### config.mk
export PLATFORM = sky130hd
export DESIGN_NAME = riscv_hazard_ctrl
export DESIGN_NICKNAME = d
export VERILOG_FILES = /design/src/rtl/riscv_pipe_pkg.sv /design/src/rtl/riscv_fwd_unit.sv /design/src/rtl/riscv_hazard_ctrl.sv
export SDC_FILE = /design/constraint.sdc
export NUM_CORES = 1
export LEC_CHECK = 0
export ABC_AREA = 1
export BUFFER_PORTS_ARGS = -buffer_cell sky130_fd_sc_hd__buf_2
export CORE_MARGIN = 4
export CORE_UTILIZATION = 45
export CTS_CLUSTER_DIAMETER = 80
export CTS_CLUSTER_SIZE = 12
export DETAILED_ROUTE_END_ITERATION = 12
export MAX_ROUTING_LAYER = met4
export PLACE_DENSITY = 0.79
export SYNTH_ARGS = -nofsm -noshare
export SYNTH_HDL_FRONTEND = slang
export SYNTH_SLANG_ARGS = --single-unit
### constraint.sdc
create_clock -name clk -period 1.56 [get_ports clk]
set_input_delay 0.078 -clock clk [delete_from_list [all_inputs] [get_ports clk]]
set_output_delay 0.078 -clock clk [all_outputs]
set_load 0.03 [all_outputs]
### src/rtl/riscv_pipe_pkg.sv
// Shared pipeline encodings for the hazard controller and its forwarding units.
package riscv_pipe_pkg;

   localparam int REG_AW_DEF = 5;

   typedef enum logic [1:0] {
      ST_RUN   = 2'd0,
      ST_STALL = 2'd1,
      ST_FLUSH = 2'd2
   } hz_state_e;

   typedef enum logic [1:0] {
      FWD_RF  = 2'b00,
      FWD_WB  = 2'b01,
      FWD_MEM = 2'b10
   } fwd_sel_e;

endpackage

### src/rtl/riscv_fwd_unit.sv
// Operand bypass select for one ALU source: EX/MEM beats MEM/WB, x0 is never bypassed.
module riscv_fwd_unit
   import riscv_pipe_pkg::*;
#(
   parameter int REG_AW    = REG_AW_DEF,
   parameter int WB_BYPASS = 1
) (
   input  logic [REG_AW-1:0] i_rs,
   input  logic [REG_AW-1:0] i_mem_rd,
   input  logic              i_mem_regwrite,
   input  logic [REG_AW-1:0] i_wb_rd,
   input  logic              i_wb_regwrite,
   output logic [1:0]        o_sel
);

   fwd_sel_e w_sel;

   // NOTE: every signal written here gets a default first, so no path leaves it unassigned and no latch is inferred.
   always_comb begin
      w_sel = FWD_RF;
      if (i_mem_regwrite && (i_mem_rd != '0) && (i_mem_rd == i_rs)) begin
         w_sel = FWD_MEM;
      end else if ((WB_BYPASS != 0) && i_wb_regwrite && (i_wb_rd != '0) && (i_wb_rd == i_rs)) begin
         w_sel = FWD_WB;
      end
   end

   assign o_sel = w_sel;

endmodule

### src/rtl/riscv_hazard_ctrl.sv
// Load-use stall / taken-branch flush controller with operand forwarding and saturating
// performance counters. Hold and flush respond in the same cycle as their cause.
module riscv_hazard_ctrl
   import riscv_pipe_pkg::*;
#(
   parameter int REG_AW       = REG_AW_DEF,
   parameter int CNT_W        = 32,
   parameter int LU_STALL_CYC = 1,
   parameter int WB_BYPASS    = 1
) (
   input  logic              clk,
   input  logic              reset,
   input  logic [REG_AW-1:0] id_rs1,
   input  logic [REG_AW-1:0] id_rs2,
   input  logic              id_use_rs1,
   input  logic              id_use_rs2,
   input  logic [REG_AW-1:0] ex_rs1,
   input  logic [REG_AW-1:0] ex_rs2,
   input  logic [REG_AW-1:0] ex_rd,
   input  logic              ex_regwrite,
   input  logic              ex_memread,
   input  logic [REG_AW-1:0] mem_rd,
   input  logic              mem_regwrite,
   input  logic [REG_AW-1:0] wb_rd,
   input  logic              wb_regwrite,
   input  logic              br_taken,
   output logic              pc_hold,
   output logic              ifid_hold,
   output logic              idex_bubble,
   output logic              flush_ifid,
   output logic              flush_idex,
   output logic              flush_exmem,
   output logic [1:0]        fwd_a,
   output logic [1:0]        fwd_b,
   output logic [CNT_W-1:0]  stall_cnt,
   output logic [CNT_W-1:0]  flush_cnt
);

   localparam logic [1:0] STALL_INIT = 2'(LU_STALL_CYC - 1);

   hz_state_e        r_state;
   hz_state_e        w_state_nxt;
   logic [1:0]       r_remain;
   logic [1:0]       w_remain_nxt;
   logic [CNT_W-1:0] r_stall_cnt;
   logic [CNT_W-1:0] r_flush_cnt;
   logic             w_lu;
   logic             w_hold;
   logic             w_flush;
   logic             w_unused;

   // ex_regwrite is part of the ID/EX control bundle but a load already implies it.
   assign w_unused = ex_regwrite;

   riscv_fwd_unit #(.REG_AW(REG_AW), .WB_BYPASS(WB_BYPASS)) u_fwd_a (
      .i_rs           (ex_rs1),
      .i_mem_rd       (mem_rd),
      .i_mem_regwrite (mem_regwrite),
      .i_wb_rd        (wb_rd),
      .i_wb_regwrite  (wb_regwrite),
      .o_sel          (fwd_a)
   );

   riscv_fwd_unit #(.REG_AW(REG_AW), .WB_BYPASS(WB_BYPASS)) u_fwd_b (
      .i_rs           (ex_rs2),
      .i_mem_rd       (mem_rd),
      .i_mem_regwrite (mem_regwrite),
      .i_wb_rd        (wb_rd),
      .i_wb_regwrite  (wb_regwrite),
      .o_sel          (fwd_b)
   );

   assign w_lu = ex_memread && (ex_rd != '0) &&
                 ((id_use_rs1 && (id_rs1 == ex_rd)) || (id_use_rs2 && (id_rs2 == ex_rd)));

   always_comb begin
      w_hold       = 1'b0;
      w_flush      = 1'b0;
      w_state_nxt  = r_state;
      w_remain_nxt = r_remain;
      case (r_state)
         ST_RUN: begin
            if (br_taken) begin
               w_flush     = 1'b1;
               w_state_nxt = ST_FLUSH;
            end else if (w_lu) begin
               w_hold = 1'b1;
               if (LU_STALL_CYC > 1) begin
                  w_state_nxt  = ST_STALL;
                  w_remain_nxt = STALL_INIT;
               end
            end
         end
         ST_STALL: begin
            if (br_taken) begin
               w_flush     = 1'b1;
               w_state_nxt = ST_FLUSH;
            end else begin
               w_hold = 1'b1;
               if (r_remain <= 2'd1) w_state_nxt = ST_RUN;
               else                  w_remain_nxt = r_remain - 2'd1;
            end
         end
         default: w_state_nxt = ST_RUN;
      endcase
      // Hold/flush are suppressed for as long as reset is high, not just after the edge.
      if (reset) begin
         w_hold  = 1'b0;
         w_flush = 1'b0;
      end
   end

   // NOTE: sequential state uses non-blocking assignments so every register samples pre-edge values.
   always_ff @(posedge clk) begin
      if (reset) begin
         r_state     <= ST_RUN;
         r_remain    <= '0;
         r_stall_cnt <= '0;
         r_flush_cnt <= '0;
      end else begin
         r_state  <= w_state_nxt;
         r_remain <= w_remain_nxt;
         if (w_hold && (r_stall_cnt != '1))  r_stall_cnt <= r_stall_cnt + 1'b1;
         if (w_flush && (r_flush_cnt != '1)) r_flush_cnt <= r_flush_cnt + 1'b1;
      end
   end

   assign pc_hold     = w_hold;
   assign ifid_hold   = w_hold;
   assign idex_bubble = w_hold;
   assign flush_ifid  = w_flush;
   assign flush_idex  = w_flush;
   assign flush_exmem = w_flush;
   assign stall_cnt   = r_stall_cnt;
   assign flush_cnt   = r_flush_cnt;

endmodule

==> impl_metrics.tcl <==
set metrics [dict create \
    outcome "finished, violations left" \
    violations "negative setup slack" \
    timing.fmax_ghz 0.5928 \
    final_nets 1008 \
    crit_fanout 7 \
    critPathKind "reg2reg" \
    die_y_um 108.4 \
    syn_avg_cell_area_um2 6.067 \
    place.port_buffers 116 \
    gpl.final_weighted_congestion 0.9249 \
    clkSinkCount 65 \
    wire_per_inst_um 14.67 \
    core_um2 9819 \
    root_buffer "clkbuf_8" \
    routed_wl_um 16130 \
    timing.hold.ws_ns 0.08539 \
    cts_buffer_depth 2 \
    cts.clk_slew.worst_paths_ns 0.08 \
    layout_setup_ws_ns -0.1270 \
    syn_nets 794 \
    syn_inst 748 \
    grt_pass1_wl_um 22490 \
    cp.buffers_inverters 1 \
    io_pins 118 \
    drive_above_1_share 0.4607 \
    p_leak_nw 3.202 \
    setup_viol 40 \
    drt_iter0_markers 312 \
    final.setup_skew_ns 0.01572 \
    hp-class "in2reg" \
    antenna_found_initial 0 \
    relSlewSlack 0.7204 \
    grt_max_degree 28 \
    required_ns 1.79 \
    vias 5680 \
    endpoint_kind "register" \
    maxSlewViolCount 0 \
    yosys_register_bits 65 \
    cp-start-kind "register" \
    dp_hpwl_um 10150 \
    die_w_um 108.4 \
    place_area_um2 5851 \
    fin_util 0.7105 \
    slowest_delay_ns 0.34 \
    cts_tree "built" \
    drc_errors 0 \
    worstPathCellList "nand2_1, nor2_4, nand2_2, nor2_4, nand2_2, nand2_8, buf_12, nor2_2, o21ai_2, nor2_1" \
    start_util 0.4622 \
    synth_area_um2 4538 \
    rsz0062_at_grt "yes" \
    worstMarginPinSlew_ns 0.4140 \
    yosysUniqueCellTypes 34 \
    min_period_ns 1.687 \
    cts_hold_buf 0 \
    h-tree-depth 3 \
    synth_seq_area_share 0.2867 \
    cp.arrival_ns 1.92 \
    syn2layout_area_growth_pct 53.74 \
    drv_cap 0 \
    antenna_cells 0 \
    finalHoldViolCount 0 \
    cp_slowest_cell "dfxtp_2" \
    ir_drop_mv 0.4224 \
    cp_top_family "simple AND/OR/NAND/NOR gates" \
    grt-ovfl-total 0 \
    yosys_warnings 0 \
    final_cell_area_um2 6977 \
    gr-usage-all-layers 0.2435 \
    design.die.area_um2 11750 \
    power_density_nw_per_um2 526.9 \
    period_share 1.081 \
    clk_latency_ns 0.35 \
    ant_nets 0 \
    grt_pass1_vias 5028 \
    via_per_inst 5.168 \
    row_count 36 \
    drt-pass1-iter-count 5 \
    numCtsBuffers 9 \
]
[worst register-to-register path: stages (launching register included)]
cell and delay [ns]:
dfxtp_2 0.34, nand2_1 0.16, nor2_4 0.18, nand2_2 0.09
nor2_4 0.16, nand2_2 0.10, nand2_8 0.13, buf_12 0.14
nor2_2 0.05, o21ai_2 0.13, nor2_1 0.08
[layout make-up]
type,instances,area (um^2)
Inverter,78,297.8
Multi-Input combinational cell,585,3347
Sequential cell,65,1396
Fill cell,814,2843
Clock buffer,13,170.2
Clock inverter,2,35.03
Tap cell,133,166.4
Timing Repair Buffer,223,1564
[path summary, 6_finish.rpt]
check	startpoint	to	slack (ns)	cells past startpoint
max reg2reg	flush_cnt[18]	flush_cnt[4]	-0.13	10
min	br_taken	r_state[1]	0.09	4
max	flush_cnt[18]	flush_cnt[4]	-0.13	10
min reg2reg	flush_cnt[7]	flush_cnt[7]	0.50	2
[power breakdown]
group          leakage (nW)  total, mW  switching [mW]  internal, mW
clock                 0.105       1.57           0.696         0.871
sequential            0.555       1.65         0.00635          1.65
combinational          2.54      0.454           0.248         0.206
total                  3.20       3.68           0.951          2.73
[per-layer routing]
metal / up-vias / global-route usage / routed length [um] / share of wire
met5: - / - / 0 / 0
met4: 0 / 0.08296 / 615 / 0.038
met3: 61 / 0.04179 / 1052 / 0.065
met2: 254 / 0.4320 / 8255 / 0.51
met1: 2584 / 0.2760 / 6204 / 0.38
li1: 2781 / - / - / -
[kinds of logic after synthesis]
| group | synth area share |
|---|---|
| fa+ha+maj | 0.005513 |
| xor+xnor | 0.05597 |
| simple gates | 0.4935 |
| buf+inv | 0.09567 |
| flops | 0.2867 |
| compound gates | 0.06259 |
[synthesized netlist by cell type]
| cell type | number | area share |
|---|---|---|
| nand2_2 | 5 | 0.0069 |
| nand3_2 | 1 | 0.0022 |
| nand3_1 | 33 | 0.036 |
| nand3b_1 | 8 | 0.013 |
| xor2_1 | 15 | 0.029 |
| clkbuf_1 | 3 | 0.0025 |
| nor3_1 | 21 | 0.023 |
| nor3_2 | 3 | 0.0066 |
| o21ai_1 | 3 | 0.0033 |
| xnor2_1 | 14 | 0.027 |
| o21bai_1 | 11 | 0.018 |
| a21boi_1 | 1 | 0.0017 |
| or2_2 | 1 | 0.0014 |
| ha_1 | 2 | 0.0055 |
| nor2_8 | 1 | 0.0044 |
| buf_4 | 6 | 0.0099 |
| inv_2 | 7 | 0.0058 |
| nand2_1 | 241 | 0.20 |
| buf_6 | 4 | 0.0099 |
| dfxtp_1 | 65 | 0.29 |
| nor3_4 | 1 | 0.0036 |
| nor3b_1 | 1 | 0.0017 |
| nand3_4 | 1 | 0.0039 |
| nand2_4 | 3 | 0.0074 |
| inv_1 | 71 | 0.059 |
| and3_1 | 1 | 0.0014 |
| buf_2 | 8 | 0.0088 |
| nand4_1 | 24 | 0.033 |
| nor2_1 | 135 | 0.11 |
| o21ai_0 | 10 | 0.011 |
| nor2_2 | 18 | 0.025 |
| o41ai_1 | 1 | 0.0019 |
| a21oi_1 | 24 | 0.026 |
| nor2_4 | 5 | 0.012 |
[registers in the layout (all words and copies together) (netlist names)]
register / count
flush_cnt: 32
r_state: 1
stall_cnt: 32
[metrics by stage]
stage          setup TNS (ns)  instances  power [mW]  setup WS [ns]
2_1_floorplan               0        748       1.912       0.003589
3_3_place_gp          -0.1535       1048       2.048       -0.03816
3_5_place_dp          -0.1625       1048       2.053       -0.03816
4_1_cts               -0.1668       1074       3.626       -0.02761
5_1_grt                -6.107       1099       3.798        -0.2014
6_report               -1.630       1099       3.676        -0.1270
[layout by cell type (no fill, tap or decap), drive strengths merged, types with 2 or more instances in the layout]
master | netlist | routed
nand2 | 249 | 249
ha | 2 | 2
buf | 18 | 219
xor2 | 15 | 15
nand4 | 24 | 24
nor2 | 159 | 160
nor3 | 25 | 25
o21bai | 11 | 11
inv | 78 | 78
xnor2 | 14 | 14
clkbuf | 3 | 17
a21oi | 24 | 24
dfxtp | 65 | 65
nand3 | 35 | 35
nand3b | 8 | 8
o21ai | 13 | 13
[repair_timing]
action,4_1_cts,5_1_grt
resized for setup,30,143
endpoints found under the setup margin,32,66
cloned,1,10
pin swaps,9,60
buffers inserted,10,17
Note: power is estimated with default switching activity, not from simulation.
